## src/rtl/vend_pkg.sv

```systemverilog
// Shared encodings for the vending dispense path: controller states, coin values
// and the vending-FSM "R" output to nickel-count mapping.
package vend_pkg;

  typedef enum logic [2:0] {
    IDLE       = 3'd0,
    MOTOR      = 3'd1,
    WAIT_DROP  = 3'd2,
    CHANGE_ON  = 3'd3,
    CHANGE_GAP = 3'd4,
    DONE       = 3'd5,
    FAULT      = 3'd6
  } state_t;

  localparam int unsigned NICKEL = 5;
  localparam int unsigned DIME   = 10;

  // The vending FSM only ever owes one nickel of change.
  function automatic logic [1:0] fsm_r_to_coins(input logic fsm_r);
    return fsm_r ? 2'd1 : 2'd0;
  endfunction

endpackage

```

## src/rtl/sync_edge_det.sv

```systemverilog
// Two-flop synchroniser followed by a rising-edge detector; pulse is one cycle wide.
module sync_edge_det (
  input  logic clk,
  input  logic rst,
  input  logic din,
  output logic pulse
);

  logic [1:0] sync_q, sync_d;
  logic       prev_q, prev_d;

  always_comb begin
    sync_d = {sync_q[0], din};
    prev_d = sync_q[1];
  end

  always_ff @(posedge clk or posedge rst) begin
    if (rst) begin
      sync_q <= 2'b00;
      prev_q <= 1'b0;
    end else begin
      sync_q <= sync_d;
      prev_q <= prev_d;
    end
  end

  assign pulse = sync_q[1] & ~prev_q;

endmodule

```

## src/rtl/vend_dispense_ctrl.sv

```systemverilog
// Turns a one-cycle vend request into timed motor drive, drop confirmation with
// timeout, and nickel-return solenoid pulses.
//
// state      | meaning
// IDLE       | waiting for serve
// MOTOR      | product motor energised for MOTOR_CYCLES
// WAIT_DROP  | motor off, waiting for drop sensor or timeout
// CHANGE_ON  | solenoid energised for one nickel
// CHANGE_GAP | solenoid rest between nickels
// DONE       | one-cycle completion
// FAULT      | drop never seen; held until fault_clr
module vend_dispense_ctrl
  import vend_pkg::*;
#(
  parameter int MOTOR_CYCLES = 8,
  parameter int DROP_TIMEOUT = 64,
  parameter int SOL_CYCLES   = 4,
  parameter int SOL_GAP      = 4,
  parameter int CNT_W        = 8
) (
  input  logic       clk,
  input  logic       rst,
  input  logic       serve,
  input  logic [1:0] coins_due,
  input  logic       drop_sensor,
  input  logic       fault_clr,
  output logic       motor_on,
  output logic       coin_sol,
  output logic       busy,
  output logic       done,
  output logic       fault,
  output logic       req_dropped
);

  localparam logic [CNT_W-1:0] MOTOR_LD = CNT_W'(MOTOR_CYCLES - 1);
  localparam logic [CNT_W-1:0] DROP_LD  = CNT_W'(DROP_TIMEOUT - 1);
  localparam logic [CNT_W-1:0] SOL_LD   = CNT_W'(SOL_CYCLES - 1);
  localparam logic [CNT_W-1:0] GAP_LD   = CNT_W'(SOL_GAP - 1);

  state_t           state_q, state_d;
  logic [CNT_W-1:0] cnt_q, cnt_d;
  logic [1:0]       coins_q, coins_d;
  logic             drop_seen_q, drop_seen_d;
  logic             motor_on_q, motor_on_d;
  logic             coin_sol_q, coin_sol_d;
  logic             busy_q, busy_d;
  logic             done_q, done_d;
  logic             fault_q, fault_d;
  logic             req_dropped_q, req_dropped_d;
  logic             drop_edge;
  logic             seen;

  sync_edge_det u_drop_sync (
    .clk   (clk),
    .rst   (rst),
    .din   (drop_sensor),
    .pulse (drop_edge)
  );

  // An edge in the current cycle counts the same as one already remembered.
  assign seen = drop_seen_q | drop_edge;

  always_comb begin
    state_d     = state_q;
    cnt_d       = cnt_q;
    coins_d     = coins_q;
    drop_seen_d = drop_seen_q;
    case (state_q)
      IDLE: begin
        if (serve) begin
          coins_d     = coins_due;
          cnt_d       = MOTOR_LD;
          drop_seen_d = 1'b0;
          state_d     = MOTOR;
        end
      end
      MOTOR: begin
        if (drop_edge) drop_seen_d = 1'b1;
        if (cnt_q == '0) begin
          if (seen) begin
            if (coins_q != 2'd0) begin
              cnt_d   = SOL_LD;
              state_d = CHANGE_ON;
            end else begin
              state_d = DONE;
            end
          end else begin
            cnt_d   = DROP_LD;
            state_d = WAIT_DROP;
          end
        end else begin
          cnt_d = cnt_q - 1'b1;
        end
      end
      WAIT_DROP: begin
        if (drop_edge) drop_seen_d = 1'b1;
        if (seen) begin
          if (coins_q != 2'd0) begin
            cnt_d   = SOL_LD;
            state_d = CHANGE_ON;
          end else begin
            state_d = DONE;
          end
        end else if (cnt_q == '0) begin
          coins_d = 2'd0;
          state_d = FAULT;
        end else begin
          cnt_d = cnt_q - 1'b1;
        end
      end
      CHANGE_ON: begin
        if (cnt_q == '0) begin
          coins_d = coins_q - 2'd1;
          if (coins_q == 2'd1) begin
            state_d = DONE;
          end else begin
            cnt_d   = GAP_LD;
            state_d = CHANGE_GAP;
          end
        end else begin
          cnt_d = cnt_q - 1'b1;
        end
      end
      CHANGE_GAP: begin
        if (cnt_q == '0) begin
          cnt_d   = SOL_LD;
          state_d = CHANGE_ON;
        end else begin
          cnt_d = cnt_q - 1'b1;
        end
      end
      DONE: begin
        state_d = IDLE;
      end
      FAULT: begin
        if (fault_clr) state_d = IDLE;
      end
      default: begin
        state_d     = IDLE;
        cnt_d       = '0;
        coins_d     = 2'd0;
        drop_seen_d = 1'b0;
      end
    endcase

    // Outputs are decoded from the next state so they move on the same edge.
    motor_on_d    = (state_d == MOTOR);
    coin_sol_d    = (state_d == CHANGE_ON);
    busy_d        = (state_d != IDLE);
    done_d        = (state_d == DONE);
    fault_d       = (state_d == FAULT);
    req_dropped_d = serve && (state_q != IDLE);
  end

  always_ff @(posedge clk or posedge rst) begin
    if (rst) begin
      state_q       <= IDLE;
      cnt_q         <= '0;
      coins_q       <= 2'd0;
      drop_seen_q   <= 1'b0;
      motor_on_q    <= 1'b0;
      coin_sol_q    <= 1'b0;
      busy_q        <= 1'b0;
      done_q        <= 1'b0;
      fault_q       <= 1'b0;
      req_dropped_q <= 1'b0;
    end else begin
      state_q       <= state_d;
      cnt_q         <= cnt_d;
      coins_q       <= coins_d;
      drop_seen_q   <= drop_seen_d;
      motor_on_q    <= motor_on_d;
      coin_sol_q    <= coin_sol_d;
      busy_q        <= busy_d;
      done_q        <= done_d;
      fault_q       <= fault_d;
      req_dropped_q <= req_dropped_d;
    end
  end

  assign motor_on    = motor_on_q;
  assign coin_sol    = coin_sol_q;
  assign busy        = busy_q;
  assign done        = done_q;
  assign fault       = fault_q;
  assign req_dropped = req_dropped_q;

endmodule

```

## config.mk

```make
export PLATFORM = sky130hd
export DESIGN_NAME = vend_dispense_ctrl
export DESIGN_NICKNAME = d
export VERILOG_FILES = /design/src/rtl/vend_pkg.sv /design/src/rtl/sync_edge_det.sv /design/src/rtl/vend_dispense_ctrl.sv
export SDC_FILE = /design/constraint.sdc
export NUM_CORES = 1
export LEC_CHECK = 0
export ABC_AREA = 1
export CELL_PAD_IN_SITES_DETAIL_PLACEMENT = 2
export CELL_PAD_IN_SITES_GLOBAL_PLACEMENT = 2
export CORE_MARGIN = 1.5
export CORE_UTILIZATION = 32
export DETAILED_ROUTE_END_ITERATION = 12
export HOLD_SLACK_MARGIN = 0.02
export PLACE_DENSITY = 0.85
export SYNTH_ARGS = -nofsm -noshare
export SYNTH_HDL_FRONTEND = slang
export SYNTH_SLANG_ARGS = --single-unit
```

## constraint.sdc

```tcl
create_clock -name clk -period 2.5 [get_ports clk]
set_clock_uncertainty 0.2 [all_clocks]
set_input_delay 0.25 -clock clk [delete_from_list [all_inputs] [get_ports clk]]
set_output_delay 0.25 -clock clk [all_outputs]
set_load 0.01 [all_outputs]
```

======== Word level (Yosys, flattened, before mapping) ========
Index checks and enable logic that the tools add are counted.
word-level totals
  flip-flop bits (word level) ............. 23
  input bits .............................. 7
  output and inout bits ................... 6
  logic and storage cells ................. 80
cells by class
  add/subtract/negate cells ............... 2
  eq/ne operators ......................... 18
  muxes and demuxes ....................... 29
  bitwise logic cells ..................... 6
  reduce and logical (&&, ||, !) cells .... 13
operators by type and width
  kind                                                                number
  8-bit 2-to-1 mux                                                    9
  8-bit one-hot mux with 6 select lines                               1
  3-bit 2-to-1 mux                                                    9
  3-bit one-hot mux with 6 select lines                               1
  3-bit == test, second input constant                                5
  3-bit by 2-bit == test with 1-bit output, second input constant     3
  8-bit zero test                                                     1
  2-bit 2-to-1 mux                                                    4
  2-bit != test, second input constant                                4
  2-bit one-hot mux with 4 select lines                               1
  4-bit OR reduction                                                  2
  8-bit by 1-bit subtractor with 8-bit output, second input constant  1
  3-bit by 1-bit == test with 1-bit output, second input constant     2
  3-bit != test, second input constant                                2
  3-bit nonzero test                                                  2
  5-bit AND reduction                                                 1
  1-bit inverter                                                      4
  4-bit AND reduction                                                 1
  2-bit OR reduction                                                  2
  3-bit zero test                                                     1
  1-bit 2-to-1 mux                                                    3
  1-bit one-hot mux with 3 select lines                               1
  3-bit AND reduction                                                 1
  2-bit by 1-bit == test with 1-bit output, second input constant     1
  6 further kinds                                                     6

======== Longest topological paths before layout ========
  depth in word-level cells ............... 7
  gate-level depth with buffers ........... 13
  mapped depth without buffers ............ 13

======== Modules after synthesis ========
Synthesis repeated with hierarchy kept, for this count alone.
second synthesis, totals
  cells, all modules ...................... 236
  area, all modules ....................... 1564.0 um^2
by module, submodules not included
  module              times used  cells each  area an instance (um^2)  seq. area each (um^2)
  vend_dispense_ctrl  1           230         1475.2                   500.5
  sync_edge_det       1           6           88.8                     75.1

======== Worst setup path before layout ========
No wires, ideal clock.
  path type ............................... flip-flop to flip-flop
  start point ............................. reg cnt_q[0]
  end point ............................... reg coin_sol_q, in the netlist coin_sol
  setup time .............................. 113 ps
  arrival time ............................ 1411 ps
  data required time ...................... 2187 ps
  path slack .............................. 776 ps
  cell stages (with the launch flop) ...... 14
  path buffers ............................ 0
  period minus slack after synthesis ...... 1724 ps
  path through ............................ dfrtp_1 > inv_1 > ha_1 > inv_1 > nor2_1 > nand2_1 > nor2_1 > nand2_1 > nand2_1 > nor2_1 > nor2_4 > inv_2 > nand2_1 > inv_1
between the ends
  word-level cells in the longest chain between the ends .. 5
  elaborated cells on any way between the ends .. 8
  those cells by class .................... 1 x eq/ne; 6 x mux; 1 x reduce/logical
ends and longest elaborated chain
  element                                       line                       source
  start: declaration                            vend_dispense_ctrl.sv:41   logic [CNT_W-1:0] cnt_q, cnt_d;
  start signal: assignment                      vend_dispense_ctrl.sv:169  cnt_q <= cnt_d;
  8-bit zero test (*)                           -
  3-bit 2-to-1 mux                              vend_dispense_ctrl.sv:104  end else if (cnt_q == '0) begin
  3-bit 2-to-1 mux                              vend_dispense_ctrl.sv:97   if (seen) begin
  3-bit one-hot mux with 6 select lines (*)     vend_dispense_ctrl.sv:68   case (state_q)
  via state_d[1]                                vend_dispense_ctrl.sv:40   state_t state_q, state_d;
  3-bit by 2-bit == test with 1-bit output (*)  vend_dispense_ctrl.sv:148  coin_sol_d = (state_d == CHANGE_ON);
  via coin_sol_d                                vend_dispense_ctrl.sv:45   logic coin_sol_q, coin_sol_d;
  end signal: assignment                        vend_dispense_ctrl.sv:173  coin_sol_q <= coin_sol_d;
  end: declaration                              vend_dispense_ctrl.sv:45
The timed path passes the listed nets; every way through them passes the cells marked *.
A chain may end at the register's enable or synchronous reset.

======== Worst setup path in the final report ========
Ends and elaborated chain as after synthesis.

==> impl_results.md <==
- Core box area: 5110 um2
- Vias in the first global route: approximately 1800
- N_diodes: 0
- Area grow syn2layout: 15.0%
- Initial antenna violation count: 0
- Pleak: 1.01 nW
- Area of the multi-input gates: approximately 1000 um2
- Pwr/cell area: about 1300 nW/um2
- CP most frequent cell: nand2_1
- Setup violators final: 0
- Total iterations of the first detailed-routing run: 4
- Vias after detailed routing: about 1700
- Fraction of layout cells with a size suffix above 1: 12.4%
- Total CTS buffers: 3
- Iter 0 DRT Violations: 69
- Critical path's largest stage delay: between 300 and 400 ps
- Worst setup margin: 381 ps
- Routed wire length: approximately 5600 um
- Slew @ Worst Pin: about 500 ps
- Worst R2R End: coin_sol
- CP required: roughly 2500 ps
- Setup tns final: 0 ps
- R2R depth: 13
- Min cycle time layout: about 2100 ps
- Placer Congestion: approximately 0.84
- Dpl hpwl: 4340 um
- Critical path startpoint category: flop
- Syn avg cell area: about 6.5 um2
- Reg2Reg Setup Slack: 380 ps
- Pin count of the biggest net entering global routing: 24
- Die area: roughly 5700 um2
- Final instance area: a little under 2000 um2
- Htree depth: 1
- Global route overflow: 0
- Slew Limit Fails: 0
- Rel. slew slack: around two thirds
- Avg WL per Cell: ~16 um
- Crit-path max FO: 5
- Vias per Instance: ~5.0
- WP data arrival: roughly 2100 ps
- VDD IR max: around 0.44 mV
- Status: finished clean
- Finished Core Util: 38.2%
- Min-delay worst type: in2async
- Synth cell types: 24
- Clock sinks: 23
- Pre-CTS setup slack: between 400 and 500 ps
- Cells along the critical path: inv_1, ha_1, inv_1, nor2_1, nand2_1, nor2_1, nand2_1, nand2_1, nor2_1, nor2_4, inv_2, nand2_1, inv_1
- Hold Buf Count CTS: 0
- Final hold viol count: 0
- Placement Cell Area: 1900 um2
- # DRC: 0
- Syn Nets: between 200 and 300
- Final nets: roughly 290
- Post-CTS sizing: 0
- Crit end category: flop
- Reg clk slew, reported paths: around 100 ps
- Crit Path Class: reg2reg
- Final period utilization: around 85%
- Die H: 75.8 um
- Achievable Freq: ~470 MHz
- RR Startpoint: cnt_q[0]
- Warnings, synthesis: 0
- Fillers: around 650
- I/O pins: 13
- CTS tree: built
- Root buffer cell: clkbuf_8
- Slowest CP cell: dfrtp_1
- Mapped cell area: ~1700 um2
- Register cell area after layout: 576 um2
- Port bufs: 12
- Max-Cap Viols: 0
- Initial Utilization: around a third
- CTS max path bufs: 2
- All-Layer GR Usage: a little over a fifth
- Post-CTS Setup Bufs: 0
- Die Span X: roughly 76 um
- RSZ-0062 raised after global routing: no
- FP Rows: 26
- Seq/Total Area, Yosys: about 34%
- Wire length of the first global-routing pass: roughly 9200 um
- Post-DRT Antenna Nets: 0
- Post-synthesis cell count: between 200 and 300
- FF+latch count, synth: 23
- Clk_lat worst skew: 280 ps
[layout by cell type, fill, tap and decap left out, drive strengths merged]
master,synthesis,layout
a21oi,9,9
a31oi,1,1
buf,1,1
clkbuf,0,3
clkdlybuf4s50,0,12
clkinv,0,1
dfrtp,23,23
ha,4,4
inv,35,35
nand2,92,92
nand3,33,33
nand3b,1,1
nand4,4,4
nor2,39,39
nor3,3,3
o21ai,12,12
o22ai,1,1
xnor2,1,1
[per-layer routing]
metal / part of all wire, % / global-route usage (%) / wire length [um]
met5: 0 / 0 / 0
met4: 0.54 / 3.57 / 30
met2: 48 / 36.2 / 2690
met3: 1.3 / 2.51 / 73
met1: 50 / 29.8 / 2770
[report_power, final]
part | internal [W] | switching (W) | total, W
registers | 0.000508 | 0.000141 | 0.000649
clock network | 0.000112 | 0.000137 | 0.000249
logic | 0.000538 | 0.00114 | 0.00168
[kinds of logic (layout without fill, tap and decap cells)]
kind of cell,Yosys count,after routing,synth area share (%)
buf+inv,36,52,8.19
flops,23,23,33.9
fa+ha+maj,4,4,2.95
compound gates,23,23,7.60
xor+xnor,1,1,0.517
simple gates,172,172,46.8
[worst max-delay path, delay by kind of cell (launching register included)]
kind,cells,cell delay [ps]
and+or+nand+nor,8,880
buffers and inverters,4,320
DFF,1,390
adders and majority gates,1,240
[cell usage after synthesis, drive strengths merged]
cell,number,share of area (%)
inv,35,7.7
o22ai,1,0.37
nand3,33,11
nand4,4,1.5
a21oi,9,3.3
buf,1,0.44
o21ai,12,3.5
dfrtp,23,34
xnor2,1,0.52
nor2,39,11
nand3b,1,0.44
nor3,3,1.6
ha,4,3.0
nand2,92,21
a31oi,1,0.37
[stage by stage]
| stage | hold WS, ps | total power [W] | instances |
|---|---|---|---|
| 4_1_cts | 138 | 0.00261 | 345 |
| 3_5_place_dp | 137 | 0.00234 | 341 |
| 3_3_place_gp | 148 | 0.00228 | 341 |
| 5_1_grt | 166 | 0.00284 | 345 |
| 2_1_floorplan | 51.9 | 0.00182 | 259 |
| 6_report | 123 | 0.00257 | 345 |
[worst max path at each step]
stage / start / end / slack, ps / depth (start not counted)
after floorplan: cnt_q[0] / coin_sol / 780 / 13
after global placement: cnt_q[0] / busy / 480 / 11
after detailed placement: cnt_q[0] / coin_sol / 430 / 13
after CTS: cnt_q[0] / coin_sol / 380 / 13
after global routing: cnt_q[0] / coin_sol / 160 / 13
final: cnt_q[0] / coin_sol / 380 / 13
[sequential cells by signal, summed over array words and instances (netlist names)]
signal,cells
coin_sol,1
motor_on,1
busy,1
drop_seen_q,1
u_drop_sync.prev_q,1
state_q,3
done,1
req_dropped,1
cnt_q,8
coins_q,2
u_drop_sync.sync_q,2
fault,1
[cell type report]
class | count | share of cell area [%]
repair buffers | 13 | 6.55
clock buffers | 3 | 2.12
clock inverters | 1 | 0.257
multi-input cells | 200 | 50.3
well taps | 70 | 4.49
flip-flops and latches | 23 | 29.5
inverters | 35 | 6.74
Power figures use the tool's default switching activity.
